### src/rtl/dcache_pkg.sv
// Shared types and field widths for the direct-mapped write-through data cache.
package dcache_pkg;

  localparam int unsigned DC_WIDTH       = 32;
  localparam int unsigned DC_SET_BITS    = 3;
  localparam int unsigned DC_WORD_BITS   = 2;
  localparam int unsigned DC_OFFSET_BITS = 2;
  localparam int unsigned DC_TAG_BITS    = DC_WIDTH - DC_SET_BITS - DC_WORD_BITS - DC_OFFSET_BITS;
  localparam int unsigned DC_BYTE_BITS   = 8;

  localparam logic ATYPE_WORD = 1'b0;
  localparam logic ATYPE_BYTE = 1'b1;

  typedef enum logic [1:0] {
    StIdle,
    StFill,
    StDone,
    StStore
  } dcache_state_t;

endpackage

### src/rtl/dcache_store.sv
// Data bank (async read, byte-enabled write) and tag/valid bank for the data cache.
module dcache_store
  import dcache_pkg::*;
#(
  parameter int unsigned WIDTH     = DC_WIDTH,
  parameter int unsigned SET_BITS  = DC_SET_BITS,
  parameter int unsigned WORD_BITS = DC_WORD_BITS,
  parameter int unsigned TAG_BITS  = DC_TAG_BITS
) (
  input  logic                  clk,
  input  logic                  rst,
  input  logic [SET_BITS-1:0]   index,
  input  logic [WORD_BITS-1:0]  word,
  output logic [WIDTH-1:0]      rdata,
  output logic [TAG_BITS-1:0]   tag_rd,
  output logic                  valid_rd,
  input  logic                  data_we,
  input  logic [WIDTH/8-1:0]    data_be,
  input  logic [WIDTH-1:0]      data_wdata,
  input  logic                  line_we,
  input  logic [TAG_BITS-1:0]   tag_wr
);

  localparam int unsigned Sets  = 1 << SET_BITS;
  localparam int unsigned Words = 1 << WORD_BITS;

  logic [WIDTH-1:0]          data_q [Sets*Words];
  logic [TAG_BITS-1:0]       tag_q  [Sets];
  logic [Sets-1:0]           valid_q;
  logic [SET_BITS+WORD_BITS-1:0] slot;

  assign slot = {index, word};

  always_ff @(posedge clk) begin
    if (data_we) begin
      for (int b = 0; b < WIDTH / 8; b++) begin
        if (data_be[b]) data_q[slot][DC_BYTE_BITS*b +: DC_BYTE_BITS] <=
            data_wdata[DC_BYTE_BITS*b +: DC_BYTE_BITS];
      end
    end
  end

  always_ff @(posedge clk) begin
    if (line_we) tag_q[index] <= tag_wr;
  end

  // Only the valid bits reset; a line becomes valid only after its last fill beat.
  always_ff @(posedge clk or posedge rst) begin
    if (rst) begin
      valid_q <= '0;
    end else if (line_we) begin
      valid_q[index] <= 1'b1;
    end
  end

  assign rdata    = data_q[slot];
  assign tag_rd   = tag_q[index];
  assign valid_rd = valid_q[index];

endmodule

### src/rtl/data_cache.sv
// Direct-mapped write-through, no-write-allocate data cache with miss/store FSM.
// Optional hit/miss statistics counters are built when DCACHE_STATS_EN is defined.
module data_cache
  import dcache_pkg::*;
#(
  parameter int unsigned WIDTH     = DC_WIDTH,
  parameter int unsigned SET_BITS  = DC_SET_BITS,
  parameter int unsigned WORD_BITS = DC_WORD_BITS
) (
  input  logic             clk,
  input  logic             rst,
  input  logic             ReadM,
  input  logic             MemWriteM,
  input  logic             a_typeM,
  input  logic [WIDTH-1:0] AddrM,
  input  logic [WIDTH-1:0] WriteDataM,
  output logic [WIDTH-1:0] ReadDataM,
  output logic             StallM,
  output logic             mem_req,
  output logic             mem_we,
  output logic [WIDTH-1:0] mem_addr,
  output logic [WIDTH-1:0] mem_wdata,
  output logic [3:0]       mem_be,
  input  logic             mem_ack,
  input  logic [WIDTH-1:0] mem_rdata,
  output logic [31:0]      hit_count,
  output logic [31:0]      miss_count
);

  localparam int unsigned TagBits  = WIDTH - SET_BITS - WORD_BITS - DC_OFFSET_BITS;
  localparam int unsigned LineLsb  = WORD_BITS + DC_OFFSET_BITS;
  localparam logic [WORD_BITS-1:0] LastBeat = '1;

  dcache_state_t state_q, state_d;
  logic [WORD_BITS-1:0] beat_q, beat_d, beat_next;
  logic             req_q, req_d, we_q, we_d;
  logic [WIDTH-1:0] addr_q, addr_d, wdata_q, wdata_d;
  logic [3:0]       be_q, be_d;

  logic [SET_BITS-1:0]  addr_index;
  logic [WORD_BITS-1:0] addr_word, store_word;
  logic [TagBits-1:0]   addr_tag, tag_rd;
  logic [WIDTH-1:0]     line_base, rdata;
  logic                 valid_rd, hit, rd_en;
  logic                 data_we, line_we;
  logic [3:0]           data_be;
  logic [WIDTH-1:0]     data_wdata;
  logic [7:0]           load_byte;

  assign addr_word  = AddrM[LineLsb-1:DC_OFFSET_BITS];
  assign addr_index = AddrM[SET_BITS+LineLsb-1:LineLsb];
  assign addr_tag   = AddrM[WIDTH-1:WIDTH-TagBits];
  assign line_base  = {AddrM[WIDTH-1:LineLsb], {LineLsb{1'b0}}};
  assign beat_next  = beat_q + 1'b1;
  assign hit        = valid_rd && (tag_rd == addr_tag);

  dcache_store #(
    .WIDTH     (WIDTH),
    .SET_BITS  (SET_BITS),
    .WORD_BITS (WORD_BITS),
    .TAG_BITS  (TagBits)
  ) u_store (
    .clk        (clk),
    .rst        (rst),
    .index      (addr_index),
    .word       (store_word),
    .rdata      (rdata),
    .tag_rd     (tag_rd),
    .valid_rd   (valid_rd),
    .data_we    (data_we),
    .data_be    (data_be),
    .data_wdata (data_wdata),
    .line_we    (line_we),
    .tag_wr     (addr_tag)
  );

  always_comb begin
    state_d    = state_q;
    beat_d     = beat_q;
    req_d      = req_q;
    we_d       = we_q;
    addr_d     = addr_q;
    wdata_d    = wdata_q;
    be_d       = be_q;
    StallM     = 1'b0;
    rd_en      = 1'b0;
    data_we    = 1'b0;
    data_be    = '0;
    data_wdata = '0;
    line_we    = 1'b0;
    store_word = addr_word;
    unique case (state_q)
      StIdle: begin
        // A simultaneous load and store is treated as a store.
        if (MemWriteM) begin
          StallM  = 1'b1;
          state_d = StStore;
          req_d   = 1'b1;
          we_d    = 1'b1;
          addr_d  = AddrM;
          if (a_typeM == ATYPE_BYTE) begin
            be_d    = 4'b0001 << AddrM[1:0];
            wdata_d = {4{WriteDataM[7:0]}};
          end else begin
            be_d    = 4'b1111;
            wdata_d = WriteDataM;
          end
        end else if (ReadM) begin
          if (hit) begin
            rd_en = 1'b1;
          end else begin
            StallM  = 1'b1;
            state_d = StFill;
            beat_d  = '0;
            req_d   = 1'b1;
            we_d    = 1'b0;
            addr_d  = line_base;
          end
        end
      end
      StFill: begin
        StallM     = 1'b1;
        store_word = beat_q;
        if (mem_ack) begin
          data_we    = 1'b1;
          data_be    = 4'b1111;
          data_wdata = mem_rdata;
          beat_d     = beat_next;
          if (beat_q == LastBeat) begin
            line_we = 1'b1;
            req_d   = 1'b0;
            state_d = StDone;
          end else begin
            addr_d = line_base | (WIDTH'(beat_next) << DC_OFFSET_BITS);
          end
        end
      end
      StDone: begin
        rd_en   = 1'b1;
        state_d = StIdle;
      end
      StStore: begin
        StallM = !mem_ack;
        if (mem_ack) begin
          // No allocate: only a line already present is updated.
          if (hit) begin
            data_we    = 1'b1;
            data_be    = be_q;
            data_wdata = wdata_q;
          end
          req_d   = 1'b0;
          we_d    = 1'b0;
          state_d = StIdle;
        end
      end
      default: state_d = StIdle;
    endcase
  end

  always_ff @(posedge clk or posedge rst) begin
    if (rst) begin
      state_q <= StIdle;
      beat_q  <= '0;
      req_q   <= 1'b0;
      we_q    <= 1'b0;
      addr_q  <= '0;
      wdata_q <= '0;
      be_q    <= '0;
    end else begin
      state_q <= state_d;
      beat_q  <= beat_d;
      req_q   <= req_d;
      we_q    <= we_d;
      addr_q  <= addr_d;
      wdata_q <= wdata_d;
      be_q    <= be_d;
    end
  end

  assign mem_req   = req_q;
  assign mem_we    = we_q;
  assign mem_addr  = addr_q;
  assign mem_wdata = wdata_q;
  assign mem_be    = be_q;

  assign load_byte = rdata[8*AddrM[1:0] +: 8];
  assign ReadDataM = !rd_en ? '0 :
                     (a_typeM == ATYPE_BYTE) ? {{(WIDTH-8){1'b0}}, load_byte} : rdata;

`ifdef DCACHE_STATS_EN
  logic        hit_inc, miss_inc;
  logic [31:0] hit_q, miss_q;

  assign hit_inc  = (state_q == StIdle) && ReadM && !MemWriteM && hit;
  assign miss_inc = (state_q == StIdle) && ReadM && !MemWriteM && !hit;

  always_ff @(posedge clk or posedge rst) begin
    if (rst) begin
      hit_q  <= '0;
      miss_q <= '0;
    end else begin
      if (hit_inc && (hit_q != 32'hFFFF_FFFF))   hit_q  <= hit_q + 32'd1;
      if (miss_inc && (miss_q != 32'hFFFF_FFFF)) miss_q <= miss_q + 32'd1;
    end
  end

  assign hit_count  = hit_q;
  assign miss_count = miss_q;
`else
  assign hit_count  = '0;
  assign miss_count = '0;
`endif

endmodule

### config.mk
export PLATFORM = sky130hd
export DESIGN_NAME = data_cache
export DESIGN_NICKNAME = d
export VERILOG_FILES = /design/src/rtl/dcache_pkg.sv /design/src/rtl/dcache_store.sv /design/src/rtl/data_cache.sv
export SDC_FILE = /design/constraint.sdc
export NUM_CORES = 2
export LEC_CHECK = 0
export ABC_AREA = 1
export BUFFER_PORTS_ARGS = -buffer_cell sky130_fd_sc_hd__buf_4
export CORE_ASPECT_RATIO = 1.1
export CORE_MARGIN = 3
export CORE_UTILIZATION = 44
export CTS_BUF_LIST = sky130_fd_sc_hd__clkbuf_4
export CTS_CLUSTER_DIAMETER = 60
export DETAILED_ROUTE_END_ITERATION = 6
export HOLD_SLACK_MARGIN = 0.02
export PLACE_DENSITY = 0.59
export REMOVE_ABC_BUFFERS = 1
export SLEW_MARGIN = 20
export SYNTH_ARGS = -nofsm -noshare
export SYNTH_HDL_FRONTEND = slang
export SYNTH_SLANG_ARGS = --single-unit
### constraint.sdc
create_clock -name clk -period 6.59 [get_ports clk]
set_input_delay 1.318 -clock clk [delete_from_list [all_inputs] [get_ports clk]]
set_output_delay 1.318 -clock clk [all_outputs]
set_load 0.03 [all_outputs]
# == Word-level counts from Yosys, hierarchy flattened ==
# Memories as Yosys holds them, arrays and structs flattened.
# Index checks and enable logic that the tools add are counted.
# W data, S select, Z words.
# totals
regBits,82
latch_bits,0
ram_bits,1224
rom_bits,0
input_bits,102
output_inout_bits,167
wordCells,118
mem_count,2
# op_classes
add_sub_neg,1
mul,0
div,0
order_cmp,2
eq_ne,14
shift,2
muxes,74
bitwise,2
n_reduce_logical,13
# memory_table
memory,depth,width,read_ports,rd_ports_with_merged_regs,write_ports,line,source
u_store.data_q,32,32,1,0,1,dcache_store.sv:27,logic [WIDTH-1:0] data_q [Sets*Words];
u_store.tag_q,8,25,1,0,1,dcache_store.sv:28,logic [TAG_BITS-1:0] tag_q [Sets];
# ops
operator,count
$mux W32,11
$pmux W32 S2,2
$mux W1,36
$or A32 B4 Y32,1
$shiftx A32 B6 Y8,1
$eq A25 B25 Y1,1
$mux W2,11
$mux W4,4
$reduce_and A5 Y1,3
$ne A2 B2 Y1 const B,7
$or A8 B8 Y8,1
$pmux W2 S4,1
$pmux W4 S2,1
$eq A2 B2 Y1 const B,3
$ne A3 B3 Y1 const B,2
$pmux W1 S2,3
$pmux W1 S3,2
$reduce_and A6 Y1,1
$lt A3 B4 Y1 const B,1
$pmux W2 S2,1
$reduce_and A4 Y1,1
$reduce_bool A2 Y1,2
$shl A1 B2 Y4 const A,1
$bmux W1 S3,1
other kinds (9),10

# == Depth between registers and ports, before layout ==
# depth
word_depth,9
depth_mapped,21
depth_no_buf,18

# == By module ==
# A second synthesis with hierarchy kept.
# hier_totals
cells_unflattened,5599
hier_area_um2,56162.6
# modules_own_cells
module,instances,cells_each,area_per_inst_um2,seq_area_each_um2
dcache_store,1,4769,50691.1,36955.4
data_cache,1,830,5471.5,1851.8

# == Worst setup path before layout ==
# No wires, ideal clock.
# synth_timing
path_kind,input-to-output
startpoint,input AddrM[4]
endpoint,output ReadDataM[11]
t_arrival_ns,3.435
required_time_ns,5.272
slack_ns,1.837
path_stages,17
n_path_buf,4
path_cell_list,buf_4 > buf_6 > buf_2 > o211ai_1 > nand2_1 > nor2_1 > nand2_1 > nand2_1 > nand2_1 > nor2_1 > nand3_1 > nor2_2 > nand4_2 > a21oi_4 > nand2_4 > buf_6 > nor2_2
# synth_via
elab_chain_len,8
elab_cells_between_ends,12
# synth_rtl
element,line,source
start: declaration,data_cache.sv:15,"input logic [WIDTH-1:0] AddrM,"
$mem_v2 Z8 W25 / $bmux W1 S3 (equally long branches),--,
$eq A25 B25 Y1 / $mux W1 (equally long branches),"data_cache.sv:55, dcache_store.sv:58",
$logic_and A1 B1 Y1,data_cache.sv:55,assign hit = valid_rd && (tag_rd == addr_tag);
$mux W1,data_cache.sv:109,if (hit) begin
$mux W1,data_cache.sv:108,end else if (ReadM) begin
$mux W1,data_cache.sv:95,if (MemWriteM) begin
$pmux W1 S2,data_cache.sv:92,unique case (state_q)
$mux W32 *,data_cache.sv:187,assign ReadDataM = !rd_en ? '0 :
end: declaration,data_cache.sv:17,"output logic [WIDTH-1:0] ReadDataM,"
# Mark *: on every way between the ends. The rest lies on a longest branch, timed or not. The select of a mux whose other input is x is not followed.

# == Final worst setup path ==
# layout_timing
startpoint,register state_q[1]
endpoint,output ReadDataM[2]
# layout_via
elab_chain_len,6
elab_cells_between_ends,9
# layout_rtl
element,line,source
start: declaration,data_cache.sv:34,"dcache_state_t state_q, state_d;"
start signal: assignment,data_cache.sv:162,state_q <= StIdle;
start signal: assignment,data_cache.sv:170,state_q <= state_d;
$eq A2 B1 Y1,data_cache.sv:92,
$mux W2,data_cache.sv:92,
$mem_v2 Z32 W32,--,
$shiftx A32 B6 Y8,data_cache.sv:186,assign load_byte = rdata[8*AddrM[1:0] +: 8];
$mux W32,data_cache.sv:188,"(a_typeM == ATYPE_BYTE) ? {{(WIDTH-8){1'b0}}, load_byte} : rdata;"
$mux W32 *,data_cache.sv:187,
# Mark *: on every way between the ends. The rest lies on a longest branch, timed or not.

==> results.py <==
metrics = {
    "run_status": {
        "status": "complete, no violations",
    },
    "clocking": {
        "htree_levels": 5,
        "cts.clk_slew.worst_paths_ps": 70,
        "cts.sinks": 1306,
        "clk_latency_ps": 1230,
        "root_buffer": "clkbuf_4",
        "cts_tree": "done",
        "hold_buffers": 0,
        "max-clock-path-buffers": 4,
        "cts_buffers": 338,
    },
    "final_layout": {
        "areaGrowthSynthToFinish_pct": 15.1,
        "drive_gt1_frac": 0.201,
        "multi_input_area_mm2": 0.0127,
        "n_fill_cell": 10825,
        "finish.utilization": 0.511,
        "final_nets": 5002,
        "final_cell_area_mm2": 0.0622,
        "register_area_mm2": 0.0388,
    },
    "drt": {
        "wirelength_mm": 157,
        "route.detailed.drc": 0,
        "drt_pass1_iterations": 5,
        "first_iter_violations": 3527,
        "antenna_left": 0,
        "wl_per_cell_um": 23.3,
        "via_per_inst": 5.54,
        "vias": 37361,
    },
    "synth": {
        "synth_cell_types": 47,
        "synth_ff_type": "edfxtp_1",
        "syn_avg_cell_area_um2": 12.3,
        "yosys_warnings": 0,
        "async_flop_share": 0.0628,
        "synth_edf_count": 1224,
        "yosysSeqAreaShare": 0.718,
        "synth-seq-cells": 1306,
        "synth_area_mm2": 0.0541,
        "postSynthCellCount": 4401,
    },
    "timing": {
        "worst_slew_pin_slew_ps": 1100,
        "fmax_mhz": 156,
        "period_share": 0.976,
        "fin_skew_ps": 94.1,
        "hold_viol_final": 0,
        "setup_viol": 0,
        "period_needed_ps": 6430,
        "max_slew_margin": 0.265,
        "slew_viol_final": 0,
    },
    "floorplanning": {
        "die_h_um": 374,
        "die_w_um": 340,
        "start_util": 0.444,
        "dieArea_mm2": 0.127,
        "rows": 134,
        "ioPinCount": 269,
        "core_area_mm2": 0.122,
    },
    "power_and_ir_drop": {
        "power_leakage_nw": 23.6,
        "ir_worst_vdd_uv": 268,
        "powerDensity_mw_per_mm2": 379,
    },
    "global_route": {
        "grt_pass1_wl_mm": 231,
        "grt_pass1_vias": 36472,
        "overflow": 0,
        "antenna_found_initial": 3,
        "grt_max_degree": 135,
        "grt_usage": 0.241,
    },
    "min_path": {
        "hp-class": "primary input to asynchronous set/reset pin",
    },
    "critical_path": {
        "worst-setup-path-type": "register to output pin",
        "crit_fanout": 29,
        "cp_top_family": "simple AND/OR/NAND/NOR gates",
        "slowest_delay_ps": 580,
        "worstPathArrival_ps": 5110,
        "critPathSlowestCell": "o21ai_4",
        "critPathCaptureType": "output pin",
        "path_cells": "inv_2 > nand2_2 > o21ai_4 > buf_16 > buf_4 > o31ai_1 > o21ai_0 > nand2_1 > nor2_1 > nand2_1 > nand2_1 > nand3_1 > nand2_1 > inv_1 > nor2_1 > buf_4",
        "cp_num_buf_inv": 5,
        "cpMostUsedCell": "nand2_1",
        "cp-start-kind": "register",
        "crit_required_ps": 5270,
    },
    "flow_run": {
        "drv_cap": 0,
    },
    "placed_design": {
        "io_buffers": 204,
        "dp_hpwl_mm": 97.1,
        "place_congestion": 0.890,
        "place_area_mm2": 0.0581,
    },
}
==> repair_timing <==
| action | 4_1_cts | 5_1_grt |
|---|---|---|
| gates cloned | 0 | 2 |
| setup endpoints to repair | 1 | 4 |
| resized for setup | 1 | 14 |
| pin swaps | 0 | 2 |
| buffers inserted | 0 | 3 |
==> sequential cells by signal (all words and copies together) (netlist names) <==
register and flops:
mem_be 4, beat_q 2, mem_req 1, mem_addr 32
u_store.valid_q 8, u_store.data_q 1024, u_store.tag_q 200, mem_wdata 32
state_q 2, mem_we 1
==> cell usage in the layout, fill, tap and decap left out, types with 5 or more instances in the layout <==
cell type and n:
o31ai_1 113, or2_0 36, a31oi_1 22, o21ai_1 51, nor3_1 405, o211ai_1 6
or2_2 8, nand2_2 9, nand3_1 123, buf_12 21, conb_1 64, inv_2 6
clkinv_2 6, diode_2 5, edfxtp_1 1224, o22ai_1 154, nand2_1 807, buf_4 403
dfrtp_1 82, or2_1 12, nor2_2 24, clkinv_1 46, nor2_4 14, nand2_4 6
a21oi_1 130, nand4_1 21, nor2_1 276, o221ai_1 103, clkbuf_4 495, o21ai_0 131
inv_1 262
==> per-stage QoR <==
stage / power [mW] / setup TNS, ps / hold slack [ps] / setup slack (ps) / instances
global route: 24.7 / -13.2 / 110 / -12.1 / 6745
global placement: 16.9 / 0 / 438 / 523 / 6185
CTS: 23.6 / 0 / 66.8 / 26.9 / 6735
floorplan: 14.1 / -4962740 / 424 / -8490 / 4127
detailed placement: 16.9 / 0 / 449 / 503 / 6186
finish: 23.6 / 0 / 171 / 160 / 6745
==> cells in the mapped netlist (82+ instances only) <==
cell	n	area share
edfxtp_1	1224	0.68
nor2_1	292	0.020
nor3_1	407	0.038
dfrtp_1	82	0.038
nand2_1	816	0.057
o31ai_1	113	0.016
o21ai_0	131	0.012
buf_4	93	0.013
a21oi_1	130	0.012
o22ai_1	154	0.018
nand3_1	123	0.011
inv_1	264	0.018
buf_2	121	0.011
o221ai_1	103	0.017
==> kinds of logic after synthesis <==
| logic type | count (synthesis) | share of synthesized area |
|---|---|---|
| flops | 1306 | 0.718 |
| simple gates | 1759 | 0.142 |
| buf+inv | 611 | 0.0550 |
| compound gates | 722 | 0.0842 |
| fa+ha+maj | 1 | 0.000231 |
| xor+xnor | 1 | 0.000162 |
| other cells | 1 | 0.0000694 |
==> routing by layer <==
layer  vias to the layer above  GRT usage  share of wire
li1                      17004          -              -
met1                     18436      0.320           0.41
met2                      1664      0.393           0.48
met3                       257     0.0522          0.083
met4                         0     0.0857          0.029
met5                         -          0              0
==> worst register-to-register path: stages (launching register included) <==
cell and delay [ps]:
edfxtp_1 370, inv_1 70, nand2_1 60, nand3_1 110
nand2_1 60, o21ai_0 180, nand2_1 130, nor4_1 500
nand4_2 250, nor2_8 410, nand3_4 520, a21oi_1 910
==> worst paths after layout <==
check,slack [ps],depth (start not counted),start,end
worst min register to register,460,2,u_store.valid_q[4]$_DFFE_PP0P_,u_store.valid_q[4]$_DFFE_PP0P_
worst max register to register,2600,11,u_store.tag_q[5][14]$_DFFE_PP_,u_store.data_q[4][30]$_DFFE_PP_
max in group asynchronous,5290,3,rst,mem_wdata[6]$_DFFE_PP0P_
min in group clk,320,3,WriteDataM[4],mem_wdata[4]$_DFFE_PP0P_
worst min-delay path,170,2,rst,mem_addr[4]$_DFFE_PP0P_
worst max-delay path,160,16,state_q[1]$_DFFE_PP0P_,ReadDataM[2]
==> area by class of cell <==
class / count / share of cell area
inverter: 274 / 0.0167
multi-input combinational: 2548 / 0.205
clock buffer: 495 / 0.0597
tap: 1632 / 0.0328
sequential: 1306 / 0.624
timing repair buffer: 431 / 0.0574
antenna: 5 / 0.000201
clock inverter: 54 / 0.00507
==> power by group <==
group	total [mW]	switching, mW	leakage (nW)	internal (mW)
Clock	6.68	3.13	2.43	3.56
Sequential	9.92	0.227	12.2	9.69
Combinational	6.98	4.99	8.94	2.00
No activity file was read; power rests on OpenSTA's default activity.
